`config.mk`:
```
export PLATFORM = sky130hd
export DESIGN_NAME = literal_packet_encoder_flat
export DESIGN_NICKNAME = d
export VERILOG_FILES = /design/src/rtl/literal_packet_encoder_if.sv /design/src/rtl/literal_packet_encoder.sv /design/src/flat_wrapper.sv
export SDC_FILE = /design/constraint.sdc
export NUM_CORES = 1
export LEC_CHECK = 0
export CAP_MARGIN = 20
export CORE_UTILIZATION = 50
export CTS_CLUSTER_DIAMETER = 50
export CTS_CLUSTER_SIZE = 12
export DETAILED_ROUTE_END_ITERATION = 8
export GPL_TIMING_DRIVEN = 0
export PLACE_DENSITY = 0.69
export SLEW_MARGIN = 20
export SYNTH_ARGS = -nofsm -noshare
export SYNTH_HDL_FRONTEND = slang
export SYNTH_SLANG_ARGS = --single-unit
```
`constraint.sdc`:
```
create_clock -name clk -period 4.6 [get_ports clk]
set_input_delay 0.92 -clock clk [delete_from_list [all_inputs] [get_ports clk]]
set_output_delay 0.92 -clock clk [all_outputs]
set_load 0.05 [all_outputs]
```
`src/rtl/literal_packet_encoder_if.sv`:
```
// ---------------------------------------------------------------------------
// literal_packet_encoder_if
//
// Purpose:
//   Bundles the request side and the nibble-stream side of the BITS literal
//   packet encoder, so that the encoder and its user share one connection.
//
// Signals:
//   start       request to encode, accepted only while busy is low
//   version     3-bit packet version, sampled on an accepted start
//   value       64-bit literal value, sampled on an accepted start
//   busy        high from accepted start until the final nibble handshake
//   nibbleOut   current hex nibble of the packet, MSB first
//   nibbleValid nibbleOut holds a valid nibble
//   nibbleReady downstream accepts the nibble when nibbleValid is also high
//   lastNibble  high together with the final nibble of the packet
//   groupCount  number of 5-bit groups (1..16) in the current/last packet
//   done        one-cycle pulse in the cycle after the final handshake
//
// Modports:
//   master  the encoder side (drives busy and the nibble stream)
//   slave   the user side (drives the request and nibbleReady)
// ---------------------------------------------------------------------------
interface literal_packet_encoder_if;

    logic        start;
    logic [2:0]  version;
    logic [63:0] value;
    logic        busy;
    logic [3:0]  nibbleOut;
    logic        nibbleValid;
    logic        nibbleReady;
    logic        lastNibble;
    logic [4:0]  groupCount;
    logic        done;

    modport master (
        input  start,
        input  version,
        input  value,
        input  nibbleReady,
        output busy,
        output nibbleOut,
        output nibbleValid,
        output lastNibble,
        output groupCount,
        output done
    );

    modport slave (
        output start,
        output version,
        output value,
        output nibbleReady,
        input  busy,
        input  nibbleOut,
        input  nibbleValid,
        input  lastNibble,
        input  groupCount,
        input  done
    );

endinterface

```
`src/rtl/literal_packet_encoder.sv`:
```
// ---------------------------------------------------------------------------
// literal_packet_encoder
//
// Purpose:
//   Builds a BITS literal packet (version, type ID, 5-bit groups made of a
//   continuation bit plus a nibble, zero padding to a nibble boundary) from a
//   3-bit version and a 64-bit value, then streams the packet out as hex
//   nibbles, MSB first, under a valid/ready handshake.
//
// Ports:
//   clk     rising-edge clock
//   resetB  asynchronous active-low reset
//   bus     literal_packet_encoder_if.master carrying the request inputs
//           (start, version, value), the nibble stream (nibbleOut,
//           nibbleValid, nibbleReady, lastNibble) and status (busy,
//           groupCount, done)
//
// Flow:
//   IDLE captures the request, LOAD builds the left-aligned frame and the
//   nibble count in one cycle, SEND presents frame[87:84] and shifts the
//   frame left one nibble on every handshake.
// ---------------------------------------------------------------------------
module literal_packet_encoder #(
    parameter logic [2:0] TYPE_ID    = 3'd4,
    parameter int         FRAME_BITS = 88
) (
    input  logic                       clk,
    input  logic                       resetB,
    literal_packet_encoder_if.master   bus
);

    typedef enum logic [1:0] {
        IDLE,
        LOAD,
        SEND
    } state_t;

    state_t                  state_q, state_d;
    logic [2:0]              version_q, version_d;
    logic [63:0]             value_q, value_d;
    logic [FRAME_BITS-1:0]   frame_q, frame_d;
    logic [4:0]              remaining_q, remaining_d;
    logic [4:0]              groupCount_q, groupCount_d;
    logic                    done_q, done_d;

    logic [4:0]              loadGroups;
    logic [6:0]              shiftAmt;
    logic [63:0]             alignedValue;
    logic [79:0]             groupBits;
    logic [6:0]              packetBits;
    logic [4:0]              loadNibbles;
    logic [FRAME_BITS-1:0]   loadFrame;

    // The group count is one more than the index of the highest nonzero
    // nibble. Scanning upward lets the last hit win, and a value of zero
    // falls through to the default of a single group.
    always_comb begin
        loadGroups = 5'd1;
        for (int i = 1; i < 16; i++) begin
            if (value_q[4*i +: 4] != 4'h0) begin
                loadGroups = 5'(i + 1);
            end
        end
    end

    // The value is shifted so that its most significant used nibble sits at
    // bits 63..60. Group slot i (counting from the top of the packet) then
    // always takes nibble slot i, and only the bottom group of the packet
    // carries a zero continuation bit. Unused slots stay zero, which is
    // exactly the padding the packet needs after the last group.
    always_comb begin
        shiftAmt     = {5'd16 - loadGroups, 2'b00};
        alignedValue = value_q << shiftAmt;
        groupBits    = '0;
        for (int i = 0; i < 16; i++) begin
            if (5'(i) < loadGroups) begin
                groupBits[79-5*i -: 5] = {(5'(i) != (loadGroups - 5'd1)),
                                          alignedValue[63-4*i -: 4]};
            end
        end
        loadFrame   = {version_q, TYPE_ID, groupBits, 2'b00};
        packetBits  = 7'd6 + (7'(loadGroups) * 7'd5);
        loadNibbles = 5'((packetBits + 7'd3) >> 2);
    end

    // Next-state and datapath update. Requests are only looked at in IDLE,
    // and nibbleReady only matters in SEND, so stray activity on either in
    // other states has no effect. done is raised for exactly the cycle that
    // follows the handshake of the final nibble.
    always_comb begin
        state_d      = state_q;
        version_d    = version_q;
        value_d      = value_q;
        frame_d      = frame_q;
        remaining_d  = remaining_q;
        groupCount_d = groupCount_q;
        done_d       = 1'b0;
        case (state_q)
            IDLE: begin
                if (bus.start) begin
                    version_d = bus.version;
                    value_d   = bus.value;
                    state_d   = LOAD;
                end
            end
            LOAD: begin
                frame_d      = loadFrame;
                remaining_d  = loadNibbles;
                groupCount_d = loadGroups;
                state_d      = SEND;
            end
            SEND: begin
                if (bus.nibbleReady) begin
                    frame_d     = {frame_q[FRAME_BITS-5:0], 4'h0};
                    remaining_d = remaining_q - 5'd1;
                    if (remaining_q == 5'd1) begin
                        state_d = IDLE;
                        done_d  = 1'b1;
                    end
                end
            end
            default: begin
                state_d = IDLE;
            end
        endcase
    end

    // State register. Reset clears everything at once, abandoning any packet
    // in flight without a done pulse.
    always_ff @(posedge clk or negedge resetB) begin
        if (!resetB) begin
            state_q      <= IDLE;
            version_q    <= 3'd0;
            value_q      <= 64'd0;
            frame_q      <= '0;
            remaining_q  <= 5'd0;
            groupCount_q <= 5'd0;
            done_q       <= 1'b0;
        end else begin
            state_q      <= state_d;
            version_q    <= version_d;
            value_q      <= value_d;
            frame_q      <= frame_d;
            remaining_q  <= remaining_d;
            groupCount_q <= groupCount_d;
            done_q       <= done_d;
        end
    end

    // Outputs come straight from registered state. The nibble is gated by
    // SEND so that the LOAD cycle never shows leftover frame contents, and it
    // holds steady while stalled because the frame only shifts on handshake.
    always_comb begin
        bus.busy        = (state_q != IDLE);
        bus.nibbleValid = (state_q == SEND);
        bus.nibbleOut   = (state_q == SEND) ? frame_q[FRAME_BITS-1 -: 4] : 4'h0;
        bus.lastNibble  = (state_q == SEND) && (remaining_q == 5'd1);
        bus.groupCount  = groupCount_q;
        bus.done        = done_q;
    end

endmodule

```
`src/flat_wrapper.sv`:
```
// flat-port wrapper written by rule: the top's interface ports become plain ports
module literal_packet_encoder_flat 
#(
    parameter logic [2:0] TYPE_ID    = 3'd4,
    parameter int         FRAME_BITS = 88
)
  (clk, resetB, bus_start, bus_version, bus_value, bus_nibbleReady, bus_busy, bus_nibbleOut, bus_nibbleValid, bus_lastNibble, bus_groupCount, bus_done);
  literal_packet_encoder_if bus_i ();
  input  logic clk;
  input  logic resetB;
  input wire logic [$bits(bus_i.start)-1:0] bus_start;
  input wire logic [$bits(bus_i.version)-1:0] bus_version;
  input wire logic [$bits(bus_i.value)-1:0] bus_value;
  input wire logic [$bits(bus_i.nibbleReady)-1:0] bus_nibbleReady;
  output wire logic [$bits(bus_i.busy)-1:0] bus_busy;
  output wire logic [$bits(bus_i.nibbleOut)-1:0] bus_nibbleOut;
  output wire logic [$bits(bus_i.nibbleValid)-1:0] bus_nibbleValid;
  output wire logic [$bits(bus_i.lastNibble)-1:0] bus_lastNibble;
  output wire logic [$bits(bus_i.groupCount)-1:0] bus_groupCount;
  output wire logic [$bits(bus_i.done)-1:0] bus_done;
  assign bus_i.start = bus_start;
  assign bus_i.version = bus_version;
  assign bus_i.value = bus_value;
  assign bus_i.nibbleReady = bus_nibbleReady;
  assign bus_busy = bus_i.busy;
  assign bus_nibbleOut = bus_i.nibbleOut;
  assign bus_nibbleValid = bus_i.nibbleValid;
  assign bus_lastNibble = bus_i.lastNibble;
  assign bus_groupCount = bus_i.groupCount;
  assign bus_done = bus_i.done;
  literal_packet_encoder #(.TYPE_ID(TYPE_ID), .FRAME_BITS(FRAME_BITS)) u_core (.clk(clk), .resetB(resetB), .bus(bus_i));
endmodule
```
==> run summary <==
### Power and ir drop
* clock power share: 0.137
* power density relative to cell area: 890 mW/mm^2
* post-layout total power: 11.0 mW
* sw frac: 0.521
* cell internal power dissipation: 5.28 mW
* switching power of the nets: 5.74 mW
* static leakage: 5.01 nW
* Comb pwr share: 0.585
* maximum ir drop on the vdd rail: 0.000382 V
* sequential group share of total power: 0.278

### Cells and area
* share of final-layout standard cells stronger than drive strength 1: 0.174
* Filler Cell Count: 1817
* Layout Nets: 1288
* final antenna diode count: 0
* post-route cell area: 0.0124 sq mm
* Layout area overhead: 19.1%

### Logic synthesis
* Yosys top cell area share: 0.399
* count of state elements after synthesis: 166
* synthesized area per cell: 9.50 sq um
* cell types with the largest area share after synthesis: sky130_fd_sc_hd__dfrtp_1, sky130_fd_sc_hd__mux2_2, sky130_fd_sc_hd__a21oi_1, sky130_fd_sc_hd__nand2_1, sky130_fd_sc_hd__mux4_2
* top_reg_cell synth: sky130_fd_sc_hd__dfrtp_1
* sequential-to-total area share from yosys stat: 0.399
* Ys Warns: 0
* biggest area consumer among synthesized cells: sky130_fd_sc_hd__dfrtp_1
* proportion of register bits with asynchronous set or reset after synthesis: 1.00
* count of flip-flops with a built-in enable after synthesis: 0
* Yosys cell types: 77
* cell area after technology mapping: 0.0104 sq mm
* number of instances in the synthesized netlist: 1095
* net count after synthesis: 1180

### GRT
* number of antenna violations at the first check in global routing: 0
* maximum number of pins on one net before global-route repair: 92
* Total Routing Usage GR: 0.405
* final global-route overflow total: 0
* global-route wire length before repair: 63.6 mm
* number of global-route vias before repair: 9832

### Timing
* number of pins exceeding their max-slew limit in the final report: 0
* post-layout minimum cycle time: 4470 ps
* Final period util: 0.971
* Max Clk Rate: 224 MHz
* RSZ-0062 raised after global routing: no
* aggregate negative setup slack: 0 ps
* Hold Slack: 408 ps
* slew at the pin closest to its max-slew limit: 902 ps
* setup skew after layout: 12.1 ps
* count of final hold-check violations: 0
* final setup violation count: 0
* relative slew slack: 0.399

### Clocking
* buffer type at the clock tree root: sky130_fd_sc_hd__clkbuf_16
* clock tree from TritonCTS: done
* number of buffers created by CTS: 17
* clock sink total: 166
* number of buffers on the longest clock path: 2
* clock input transition at the sequential cells of the worst setup and hold paths: 80 ps
* deepest level of the CTS H-tree: 4
* Worst-Skew Late Latency: 450 ps

### Placed design
* GPL Wtd Cong: 1.02
* post-detailed-placement cell area: 0.0116 sq mm
* hpwl dp: 32.5 mm
* Port Buffer Count: 83

### Routing
* WL final: 42.0 mm
* WL per Instance: 28.3 microns
* number of detailed-route iterations in the first pass: 7
* remaining routing DRC violations: 0
* routed vias: 10.2k
* initial DRC count: 1326
* DRT antenna net count: 0
* Avg Vias per Cell: 6.90

### Setup path
* slowest cell on the critical path: sky130_fd_sc_hd__or4_4
* delay contributed by the slowest stage of the critical path: 630 ps
* Crit path buffers/inverters: 7
* category of cells accounting for the largest share of critical-path delay: buffers and inverters
* critical path class: flip-flop to flip-flop
* register-to-register setup slack: 130 ps
* Critical Path End Type: flip-flop
* required time at the worst-slack endpoint: 4960 ps
* highest net fanout along the worst path: 13
* crit path cell chain: or4_4, o21ai_4, a211o_4, nand2_2, buf_6, buf_6, buf_4, ha_4, buf_2, clkbuf_2, buf_2, nand3_1, a31oi_1, inv_1, o22ai_1
* Critical Path AT: 4830 ps
* startpoint types: flip-flop

### Floorplan
* core area: 0.0203 sq mm
* Die W: 146 microns
* Die Span Y: 146 microns
* die area: 0.0214 sq mm
* starting utilization of the core area: 0.512
* number of rows in the core area: 52
* number of I/O pins: 84

### Run
* number of max-cap violations: 0

### Min path
* type of the most critical hold path: input port to asynchronous set/reset pin

### Run status
* outcome: completed

## power by group through the flow
stage	sequential (mW)	clock (mW)	combinational [mW]
2_1_floorplan	2.74	0	3.92
3_3_place_gp	3.00	0	6.00
3_5_place_dp	3.02	0	6.05
4_1_cts	3.02	1.51	6.13
5_1_grt	3.14	1.56	6.71
6_report	3.06	1.51	6.45
## final timing paths
path / start / endpoint / cells past startpoint
hold reg to reg: u_core.frame_q[31] / u_core.frame_q[31] / 2
setup reg to reg: u_core.value_q[56] / u_core.frame_q[10] / 15
setup / recovery: u_core.value_q[56] / u_core.frame_q[10] / 15
min in group clk: u_core.frame_q[31] / u_core.frame_q[31] / 2
hold / removal: resetB / u_core.remaining_q[1] / 1
max in group asynchronous: resetB / u_core.value_q[15] / 2
## metrics by stage
step,util,setup slack (ps),cells
6_report,0.610,131,1486
3_5_place_dp,0.571,-1150,1449
5_1_grt,0.610,4.05,1486
2_1_floorplan,-,483,1095
4_1_cts,0.606,0.723,1484
3_3_place_gp,0.570,-4250,1448
## layout by cell type, fill, tap and decap left out, types with 5 or more instances in the layout
cell type / n
sky130_fd_sc_hd__a211o_1: 5
sky130_fd_sc_hd__a211oi_1: 19
sky130_fd_sc_hd__a21oi_1: 99
sky130_fd_sc_hd__a221o_1: 10
sky130_fd_sc_hd__a221oi_1: 20
sky130_fd_sc_hd__a22o_1: 7
sky130_fd_sc_hd__a22oi_1: 9
sky130_fd_sc_hd__a31oi_1: 19
sky130_fd_sc_hd__a32oi_1: 5
sky130_fd_sc_hd__and2_1: 7
sky130_fd_sc_hd__and3_1: 33
sky130_fd_sc_hd__buf_2: 17
sky130_fd_sc_hd__buf_4: 12
sky130_fd_sc_hd__clkbuf_1: 49
sky130_fd_sc_hd__clkbuf_16: 17
sky130_fd_sc_hd__clkdlybuf4s50_1: 82
sky130_fd_sc_hd__dfrtp_1: 166
sky130_fd_sc_hd__ha_1: 12
sky130_fd_sc_hd__inv_1: 15
sky130_fd_sc_hd__inv_8: 5
sky130_fd_sc_hd__mux2_2: 79
sky130_fd_sc_hd__mux2i_1: 22
sky130_fd_sc_hd__mux4_2: 15
sky130_fd_sc_hd__nand2_1: 99
sky130_fd_sc_hd__nand3_1: 55
sky130_fd_sc_hd__nand4_1: 9
sky130_fd_sc_hd__nor2_1: 78
sky130_fd_sc_hd__nor2b_1: 8
sky130_fd_sc_hd__nor3_1: 13
sky130_fd_sc_hd__nor4_1: 7
sky130_fd_sc_hd__nor4_2: 7
sky130_fd_sc_hd__o211ai_1: 13
sky130_fd_sc_hd__o21ai_0: 42
sky130_fd_sc_hd__o21ai_1: 10
sky130_fd_sc_hd__o22ai_1: 14
sky130_fd_sc_hd__o31a_1: 5
sky130_fd_sc_hd__o31ai_1: 13
sky130_fd_sc_hd__or4_1: 7
sky130_fd_sc_hd__xnor2_1: 5
## what timing repair did
| item | 4_1_cts | 5_1_grt |
|---|---|---|
| resized for setup | 18 | 16 |
| hold buffers | 0 | 0 |
| buffers inserted | 4 | 2 |
| pin swaps | 2 | 4 |
| endpoints found under the setup margin | 64 | 46 |
## sequential cells by signal (all words and copies together) (netlist names)
signal,flops
u_core.frame_q,86
u_core.value_q,64
u_core.version_q,3
u_core.state_q,2
u_core.remaining_q,5
u_core.bus.done,1
u_core.bus.groupCount,5
## Yosys cell counts, types with 6 or more instances
library cell / instances
sky130_fd_sc_hd__ha_1: 13
sky130_fd_sc_hd__nor4_2: 6
sky130_fd_sc_hd__buf_2: 17
sky130_fd_sc_hd__mux2_2: 79
sky130_fd_sc_hd__a31oi_1: 19
sky130_fd_sc_hd__nor2_1: 80
sky130_fd_sc_hd__nand3_1: 55
sky130_fd_sc_hd__nand2_1: 99
sky130_fd_sc_hd__and2_1: 7
sky130_fd_sc_hd__inv_1: 15
sky130_fd_sc_hd__clkbuf_1: 57
sky130_fd_sc_hd__nor3_1: 13
sky130_fd_sc_hd__and3_1: 33
sky130_fd_sc_hd__a221oi_1: 20
sky130_fd_sc_hd__o211ai_1: 13
sky130_fd_sc_hd__dfrtp_1: 166
sky130_fd_sc_hd__mux2i_1: 24
sky130_fd_sc_hd__a221o_1: 10
sky130_fd_sc_hd__nand4_1: 9
sky130_fd_sc_hd__a22o_1: 7
sky130_fd_sc_hd__mux4_2: 15
sky130_fd_sc_hd__or4_1: 7
sky130_fd_sc_hd__nor2b_1: 8
sky130_fd_sc_hd__nor4_1: 11
sky130_fd_sc_hd__a211oi_1: 21
sky130_fd_sc_hd__a21oi_1: 99
sky130_fd_sc_hd__o22ai_1: 14
sky130_fd_sc_hd__o21ai_0: 42
sky130_fd_sc_hd__o31ai_1: 13
sky130_fd_sc_hd__o21ai_1: 10
sky130_fd_sc_hd__a22oi_1: 9
## cell type report
cell class              instances  area, sq um  area share
plain buffers                  84          399      0.0322
clock buffers                  17          425      0.0344
clock inverters                15          184      0.0149
inverters                      18         67.6     0.00546
multi-input cells             826         5910       0.477
flip-flops and latches        166         4150       0.335
well taps                     270          338      0.0273
repair buffers                 90          908      0.0734
## kinds of logic after synthesis
kind of cell	count (synthesis)	synth area share
buf+inv	103	0.0432
mux	121	0.145
simple gates	349	0.169
flops	166	0.399
fa+ha+maj	14	0.0176
xor+xnor	5	0.00421
compound gates	337	0.222
## metal layers
layer,global-route usage,vias up,share of wire
li1,-,4365,-
met3,0.0775,174,0.10
met1,0.544,4971,0.39
met5,0,-,0
met4,0.240,0,0.065
met2,0.611,739,0.44
Note: power is estimated with default switching activity, not from simulation.
